[src/rtl/ttl_counter_161_chain_if.sv]
// ttl_counter_161_chain_if: load/enable/data bus of a cascaded 74x161 counter
interface ttl_counter_161_chain_if #(parameter int CHIPS = 2);
  localparam int W = 4 * CHIPS;
  logic             LOAD;
  logic             ENP;
  logic             ENT;
  logic [W-1:0]     D;
  logic [W-1:0]     Q;
  logic             RCO;
  logic [CHIPS-1:0] RCO_CHIP;
  modport master (output LOAD, ENP, ENT, D, input Q, RCO, RCO_CHIP);
  modport slave (input LOAD, ENP, ENT, D, output Q, RCO, RCO_CHIP);
endinterface

[src/rtl/ttl_counter_161_chain.sv]
// ttl_counter_161_chain: CHIPS cascaded 4-bit 74x161 counters with ripple carry
module ttl_counter_161_chain #(
  parameter int CHIPS = 2
) (
  input logic                   CLK,
  input logic                   RST,
  ttl_counter_161_chain_if.slave bus
);
  localparam int W = 4 * CHIPS;
  logic [W-1:0]   q_q, q_d;
  logic [CHIPS:0] ent_c;
  assign ent_c[0] = bus.ENT;
  // each package counts only when every package below it carries out
  for (genvar k = 0; k < CHIPS; k++) begin : g_chip
    assign ent_c[k+1]     = ent_c[k] & (&q_q[4*k +: 4]);
    assign q_d[4*k +: 4]  = bus.LOAD ? bus.D[4*k +: 4] :
                            (bus.ENP & ent_c[k]) ? q_q[4*k +: 4] + 4'd1 : q_q[4*k +: 4];
  end
  always_ff @(posedge CLK or posedge RST)
    if (RST) q_q <= '0;
    else     q_q <= q_d;
  assign bus.Q        = q_q;
  assign bus.RCO_CHIP = ent_c[CHIPS:1];
  assign bus.RCO      = ent_c[CHIPS];
endmodule

[src/flat_wrapper.sv]
// flat-port wrapper written by rule: the top's interface ports become plain ports
module ttl_counter_161_chain_flat 
#(
  parameter int CHIPS = 2
)
  (CLK, RST, bus_LOAD, bus_ENP, bus_ENT, bus_D, bus_Q, bus_RCO, bus_RCO_CHIP);
  ttl_counter_161_chain_if #(.CHIPS(CHIPS)) bus_i ();
  input logic CLK;
  input logic RST;
  input wire logic [$bits(bus_i.LOAD)-1:0] bus_LOAD;
  input wire logic [$bits(bus_i.ENP)-1:0] bus_ENP;
  input wire logic [$bits(bus_i.ENT)-1:0] bus_ENT;
  input wire logic [$bits(bus_i.D)-1:0] bus_D;
  output wire logic [$bits(bus_i.Q)-1:0] bus_Q;
  output wire logic [$bits(bus_i.RCO)-1:0] bus_RCO;
  output wire logic [$bits(bus_i.RCO_CHIP)-1:0] bus_RCO_CHIP;
  assign bus_i.LOAD = bus_LOAD;
  assign bus_i.ENP = bus_ENP;
  assign bus_i.ENT = bus_ENT;
  assign bus_i.D = bus_D;
  assign bus_Q = bus_i.Q;
  assign bus_RCO = bus_i.RCO;
  assign bus_RCO_CHIP = bus_i.RCO_CHIP;
  ttl_counter_161_chain #(.CHIPS(CHIPS)) u_core (.CLK(CLK), .RST(RST), .bus(bus_i));
endmodule
[config.mk]
export PLATFORM = sky130hd
export DESIGN_NAME = ttl_counter_161_chain_flat
export DESIGN_NICKNAME = d
export VERILOG_FILES = /design/src/rtl/ttl_counter_161_chain_if.sv /design/src/rtl/ttl_counter_161_chain.sv /design/src/flat_wrapper.sv
export SDC_FILE = /design/constraint.sdc
export NUM_CORES = 1
export LEC_CHECK = 0
export ABC_AREA = 1
export BUFFER_PORTS_ARGS = -buffer_cell sky130_fd_sc_hd__buf_2
export CAP_MARGIN = 20
export CORE_MARGIN = 4
export CORE_UTILIZATION = 26
export DETAILED_ROUTE_END_ITERATION = 10
export HOLD_SLACK_MARGIN = 0.03
export SYNTH_ARGS = -nofsm -noshare
export SYNTH_HDL_FRONTEND = slang
export SYNTH_SLANG_ARGS = --single-unit
[constraint.sdc]
create_clock -name CLK -period 1.5 [get_ports CLK]
set_input_delay 0.3 -clock CLK [delete_from_list [all_inputs] [get_ports CLK]]
set_output_delay 0.3 -clock CLK [all_outputs]
set_load 0.005 [all_outputs]
After elaboration in Yosys (flattened, before gate mapping):

Cells that the tools add are included.

* flip-flop bits (word level): 8
* memories kept: 0
* bits in read-only memories: 0
* latch bits: 0
* bits in writable memories: 0

* reductions and logical operators: 4
* mux-type cells: 4
* shift operators: 0
* divide/modulo/power cells: 0
* bitwise logic cells: 4
* equality and inequality tests: 0
* multipliers: 0
* $add $sub $neg: 2
* order comparisons: 0

Operators with widths (count)
* 4-bit two-way mux: 4
* 4-bit by 1-bit adder with 4-bit output (second input constant): 2
* 4-bit AND reduction: 2
* 1-bit AND: 4
* 2-bit nonzero test: 2

Depth between registers and ports, before layout:

Gate-level depths: netlist of run 1.

* depth in word-level cells: 5
* gate-level depth with buffers: 8

Least setup slack after synthesis of run 1:

OpenSTA, ideal clock, no wires.

* kind: register -> output
* start: reg u_core.q_q[0], in the netlist u_core.bus.Q[0]
* end: out bus_RCO_CHIP[1]
* stages on the path, launching flop included: 7
* required time: 1.200 ns
* path slack: 0.004 ns
* arrival: 1.196 ns
* buffers on the path: 1
* path through: dfrtp_1 > ha_1 > nand2_2 > inv_1 > nand3_1 > nor3_1 > buf_4

* word-level cells in the longest chain between the ends: 3

Ends and longest elaborated chain
* start: declaration: line ttl_counter_161_chain.sv:10 `logic [W-1:0] q_q, q_d;`
* start signal: assignment: line ttl_counter_161_chain.sv:21 `else q_q <= q_d;`
* 4-bit AND reduction: line ttl_counter_161_chain.sv:15 `assign ent_c[k+1] = ent_c[k] & (&q_q[4*k +: 4]);`
* 1-bit AND (2 in a row): line ttl_counter_161_chain.sv:15
* end: declaration: line flat_wrapper.sv:16 `output wire logic [$bits(bus_i.RCO_CHIP)-1:0] bus_RCO_CHIP;`

No other way between the ends.

Worst setup path in the final report of run 1:

* start: reg u_core.q_q[0], in the netlist u_core.bus.Q[0]
* end: out bus_RCO_CHIP[0]

* word-level cells in the longest chain between the ends: 2

Ends and longest elaborated chain (line)
* 4-bit AND reduction: ttl_counter_161_chain.sv:15
* 1-bit AND: ttl_counter_161_chain.sv:15

No other way between the ends.

==> results of run 1 <==
stage by stage:
stage	util, %	area [um^2]	power [mW]	setup TNS (ns)
2_1_floorplan	-	541	0.400	0
3_3_place_gp	35.7	701	0.494	0
3_5_place_dp	35.7	701	0.498	0
4_1_cts	38.4	753	0.677	-0.149
5_1_grt	39.2	768	0.723	-0.487
6_report	39.2	768	0.677	-0.175
metal layers:
metal,vias to the layer above,track usage [%]
li1,309,-
met1,266,12.2
met2,17,15.9
met3,4,1.11
met4,0,12.3
met5,-,0
power by group through the flow:
stage | Clock, mW | Combinational (mW) | Sequential (mW)
floorplan | 0 | 0.106 | 0.294
global placement | 0 | 0.212 | 0.282
detailed placement | 0 | 0.214 | 0.284
CTS | 0.171 | 0.224 | 0.282
global route | 0.176 | 0.260 | 0.288
finish | 0.169 | 0.226 | 0.282
cell usage after synthesis:
master	count	area, um^2
buf_6	1	11.3
o21ai_1	1	5.00
nor2_2	1	6.26
a21oi_1	1	5.00
buf_4	1	7.51
ha_1	2	25.0
nand4_1	2	12.5
o21bai_1	1	7.51
inv_1	6	22.5
inv_6	1	8.76
dfrtp_1	8	200
nor3_1	3	15.0
nand2_4	1	11.3
nor2_1	7	26.3
or2_1	1	6.26
nand2_2	3	18.8
o21ai_0	5	25.0
nand3_1	5	25.0
inv_2	1	3.75
nand2_1	26	97.6
cell type report:
class	count	area, um^2	share of cell area, %
clock buffer	3	22.5	2.93
inverter	8	35.0	4.56
multi-input combinational	59	299	38.9
sequential	8	200	26.1
tap	27	33.8	4.40
timing repair buffer	31	178	23.1
critical path, stage by stage, from the launching register on:
cell and delay (ns):
dfrtp_1 0.36, ha_2 0.19, nand2_2 0.07, inv_2 0.07
nand3_2 0.07, buf_4 0.14, inv_1 0.04, buf_2 0.09
repair_timing:
action,4_1_cts,5_1_grt
setup buffers,1,2
gates resized for setup,4,0
endpoints found under the hold margin,8,0
hold buffers,1,0
cloned,0,0
setup endpoints to repair,3,3
logic make-up (layout without fill, tap and decap cells):
| group | count (synthesis) | in the layout |
|---|---|---|
| flip-flops | 8 | 8 |
| AND/OR/NAND/NOR | 49 | 49 |
| adder cells (fa/ha/maj) | 2 | 2 |
| buffers and inverters | 10 | 42 |
| AO/OA/AOI/OAI | 8 | 8 |
final timing paths:
check	start	to	slack, ns
hold reg to reg	u_core.bus.Q[5]$_DFFE_PP0P_	u_core.bus.Q[5]$_DFFE_PP0P_	0.55
setup / recovery	u_core.bus.Q[0]$_DFFE_PP0P_	bus_RCO_CHIP[0]	-0.07
setup reg to reg	u_core.bus.Q[0]$_DFFE_PP0P_	u_core.bus.Q[2]$_DFFE_PP0P_	0.22
min in group asynchronous	RST	u_core.bus.Q[4]$_DFFE_PP0P_	0.53
hold / removal	bus_D[1]	u_core.bus.Q[1]$_DFFE_PP0P_	0.34
max in group asynchronous	RST	u_core.bus.Q[2]$_DFFE_PP0P_	0.72
==> impl_metrics.env, run 1 <==
export IMPL_p_sw_share_pct=33.7
export IMPL_clk_path_buf_depth=2
export IMPL_fill_cells=228
export IMPL_cts_max_level=1
export IMPL_syn_num_nets=92
export IMPL_grt_setup_unrepaired="yes"
export IMPL_hold_path_class="input pin to flip-flop"
export IMPL_post_place_ws_ns=0.109
export IMPL_worst_pin_slew_ns=0.332
export IMPL_holdPathStages=3
export IMPL_hold_viol_final=0
export IMPL_cts_buffers=3
export IMPL_max_cap_viol_count=0
export IMPL_stdcell_count=136
export IMPL_synth_area_per_cell_um2=7.02
export IMPL_core_region_area_um2=1960
export IMPL_final_setup_viol_count=3
export IMPL_nets=126
export IMPL_arrival_ns=1.27
export IMPL_routabilityCongestion=0.784
export IMPL_routed_wl_um=1400
export IMPL_synth_mux_area_share_pct=0
export IMPL_post_dp_hpwl_um=1120
export IMPL_root_buffer="clkbuf_4"
export IMPL_grt_pass1_wl_um=2150
export IMPL_drtIter0Drc=13
export IMPL_ys_types=20
export IMPL_synth_xor_area_share_pct=0
export IMPL_critPathCaptureType="primary output"
export IMPL_first_pass_iters=6
export IMPL_clkLatencyLatePin_ns=0.25
export IMPL_ios=24
export IMPL_synth_top_family_by_area="simple AND/OR/NAND/NOR gates"
export IMPL_relSlewSlack_pct=77.8
export IMPL_drv_slew=0
export IMPL_dp_cells=129
export IMPL_port_buffers=23
export IMPL_fmax_mhz=638
export IMPL_grt_usage_pct=10.6
export IMPL_seq_area_frac_synth_pct=37.0
export IMPL_crit_fanout=2
export IMPL_hold_ws_ns=0.342
export IMPL_wl_met1_um=653
export IMPL_p_seq_share_pct=41.6
export IMPL_cts_sinks=8
export IMPL_power_share_combinational_pct=33.4
export IMPL_die_area_um2=2870
export IMPL_yosys_area_share_simple_pct=40.5
export IMPL_power_density_nw_per_um2=881
export IMPL_syn_inst=77
export IMPL_tritoncts="built"
export IMPL_finalCriticalPeriod_ns=1.57
export IMPL_crit_type="flip-flop to primary output"
export IMPL_largest_reg_flops=8
export IMPL_syn_area_um2=541
export IMPL_power_leakage_nw=0.428
export IMPL_ir_worst_vdd_mv=0.308
export IMPL_start_util_pct=27.6
export IMPL_synthAdderAreaFrac_pct=4.63
export IMPL_final_cell_mix="nand2_1 (26), buf_2 (23), dfrtp_1 (8)"
export IMPL_ant_nets=0
export IMPL_met3WireLength_um=59
export IMPL_die_h_um=53.6
export IMPL_antenna_found_initial=0
export IMPL_layout_cells_most_common="nand2_1"
export IMPL_rows=16
export IMPL_viasPerCell=4.38
export IMPL_intPower_mw=0.449
export IMPL_outcome="finished, violations left"
export IMPL_grt_remaining_overflow=0
export IMPL_fin_ws_ns=-0.0664
export IMPL_pwr_share_clk_pct=25.0
export IMPL_wl_met2_um=652
export IMPL_top_layer="met4"
export IMPL_first_global_vias=564
export IMPL_layout_drive_gt1_share_pct=40.4
export IMPL_synth_compound_area_share_pct=7.87
export IMPL_p_switching_mw=0.228
export IMPL_wire_per_inst_um=10.3
export IMPL_grt_max_degree=11
export IMPL_die_w_um=53.6
export IMPL_drc=0
export IMPL_fin_worst_skew_ns=0.00344
export IMPL_yosysWarnings=0
export IMPL_area_delta_synth_final_pct=42.1
export IMPL_min_period_over_period_pct=104
export IMPL_worst_setup_path_start_kind="flip-flop"
export IMPL_clkTransAtPathRegs_ns=0.05
export IMPL_crit_required_ns=1.20
export IMPL_synth_seq_cells=8
export IMPL_via_count=596
export IMPL_diodes=0
export IMPL_worst_r2r_path_depth=8
export IMPL_violations="negative setup slack"
Power figures use the tool's default switching activity.
==> run 2, diff against run 1 <==
--- a/config.mk
+++ b/config.mk
@@ -15,3 +15,4 @@
 export SYNTH_ARGS = -nofsm -noshare
 export SYNTH_HDL_FRONTEND = slang
 export SYNTH_SLANG_ARGS = --single-unit
+export TNS_END_PERCENT = 10
==> run 2 against run 1 <==
  * The run still ends with negative setup slack left
  * Worst setup slack got worse by 0.056 ns
  * Via count down 0.50%
  * Power fell by 0.51%
  * Register-to-register slack improved by 0.12 ns
  * Cell area fell by 0.98%
  * Count of clock-buffer cells in the layout is the same
  * Critical path depth fell by 1
  * Global-route usage shrank 0.058 points
==> impl_metrics.env, run 2 (synthesis results as in run 1) <==
export IMPL_outcome="finished, violations left"
export IMPL_violations="negative setup slack"
export IMPL_diodes=0
export IMPL_fin_ws_ns=-0.123
export IMPL_min_period_over_period_pct=108
export IMPL_antenna_found_initial=0
export IMPL_power_mw=0.674
export IMPL_largest_reg_flops=8
export IMPL_rows=16
export IMPL_top_layer="met4"
export IMPL_crit_fanout=2
export IMPL_post_place_ws_ns=0.109
export IMPL_final_setup_viol_count=3
export IMPL_first_global_vias=562
export IMPL_via_count=593
export IMPL_fin_area_um2=761
export IMPL_arrival_ns=1.32
export IMPL_cts_max_level=1
export IMPL_die_w_um=53.6
export IMPL_ant_nets=0
export IMPL_slowest_stage="dfrtp_1"
export IMPL_grt_pass1_wl_um=2130
export IMPL_drc=0
export IMPL_worst_pin_slew_ns=0.332
export IMPL_start_util_pct=27.6
export IMPL_fmax_mhz=616
export IMPL_routed_wl_um=1400
export IMPL_hold_viol_final=0
export IMPL_power_leakage_nw=0.423
export IMPL_hold_path_class="input pin to flip-flop"
export IMPL_cts_buffers=3
export IMPL_clk_path_buf_depth=2
export IMPL_die_area_um2=2870
export IMPL_grt_max_degree=11
export IMPL_max_cap_viol_count=0
export IMPL_layout_cells_most_common="nand2_1"
export IMPL_wire_per_inst_um=10.4
export IMPL_slowest_delay_ns=0.36
export IMPL_first_pass_iters=6
export IMPL_core_region_area_um2=1960
export IMPL_die_h_um=53.6
export IMPL_drv_slew=0
export IMPL_wl_met1_um=652
export IMPL_viasPerCell=4.39
export IMPL_nets=125
export IMPL_clkLatencyLatePin_ns=0.25
export IMPL_grt_usage_pct=10.6
export IMPL_critPathCaptureType="primary output"
export IMPL_grt_setup_unrepaired="yes"
export IMPL_post_dp_hpwl_um=1120
export IMPL_clkTransAtPathRegs_ns=0.05
export IMPL_cts_sinks=8
export IMPL_layout_drive_gt1_share_pct=39.8
export IMPL_tritoncts="built"
export IMPL_crit_required_ns=1.20
export IMPL_place_area_um2=701
export IMPL_met3WireLength_um=58
export IMPL_crit_chain="ha_2 -> nand2_2 -> inv_2 -> nand3_2 -> nor3_2 -> buf_2"
export IMPL_ios=24
export IMPL_finalCriticalPeriod_ns=1.62
export IMPL_hold_ws_ns=0.342
export IMPL_relSlewSlack_pct=77.8
export IMPL_fin_worst_skew_ns=0.00344
export IMPL_wl_met2_um=653
export IMPL_port_buffers=23
export IMPL_grt_remaining_overflow=0
export IMPL_drtIter0Drc=13
export IMPL_routabilityCongestion=0.784
export IMPL_crit_type="flip-flop to primary output"
export IMPL_root_buffer="clkbuf_4"
export IMPL_setup_tns_ns=-0.311
export IMPL_power_density_nw_per_um2=886
export IMPL_final_cell_mix="nand2_1 (26), buf_2 (23), dfrtp_1 (8)"
export IMPL_worst_setup_path_start_kind="flip-flop"
export IMPL_area_delta_synth_final_pct=40.7
export IMPL_ir_worst_vdd_mv=0.304
-- run 2: layer usage --
metal | track usage [%] | up-vias
li1 | - | 307
met3 | 1.11 | 4
met2 | 15.9 | 18
met4 | 12.3 | 0
met1 | 12.1 | 264
met5 | 0 | -
-- run 2: worst max-delay path, delay by kind of cell, from the launching register on --
family | cells | cell delay [ns]
buffers and inverters | 2 | 0.21
and+or+nand+nor | 3 | 0.32
DFF | 1 | 0.36
adders and majority gates | 1 | 0.19
-- run 2: what timing repair did --
action,CTS,global route
endpoints found under the hold margin,8,0
setup buffers,0,2
setup endpoints to repair,3,3
resized for setup,1,3
hold buffers,1,0
pin swaps,0,2
-- run 2: final timing paths --
check                                            start                     endpoint  slack, ns  cells after the start
max                        u_core.bus.Q[1]$_DFFE_PP0P_              bus_RCO_CHIP[1]      -0.12                      6
min                                           bus_D[1]  u_core.bus.Q[1]$_DFFE_PP0P_       0.34                      3
max reg2reg                u_core.bus.Q[1]$_DFFE_PP0P_  u_core.bus.Q[2]$_DFFE_PP0P_       0.34                      7
min reg2reg                u_core.bus.Q[5]$_DFFE_PP0P_  u_core.bus.Q[5]$_DFFE_PP0P_       0.55                      2
max in group asynchronous                          RST  u_core.bus.Q[2]$_DFFE_PP0P_       0.72                      3
min in group asynchronous                          RST  u_core.bus.Q[4]$_DFFE_PP0P_       0.53                      3
-- run 2: cell type report --
class	instances	area, um^2
clock buffers	3	22.5
fillers	228	1200
inverters	8	35.0
multi-input cells	59	299
flip-flops and latches	8	200
well taps	27	33.8
repair buffers	30	170
-- run 2: where the power goes --
group,switching (mW),leakage [nW],internal (mW)
combinational,0.117,0.313,0.106
clock,0.0772,0.0138,0.0919
sequential,0.0340,0.0962,0.248
total,0.228,0.423,0.446
-- run 2: per-stage QoR --
| stage | utilization [%] | std cells |
|---|---|---|
| finish | 38.8 | 135 |
| global route | 38.8 | 135 |
| CTS | 37.6 | 133 |
| detailed placement | 35.7 | 129 |
| global placement | 35.7 | 129 |
| floorplan | - | 77 |
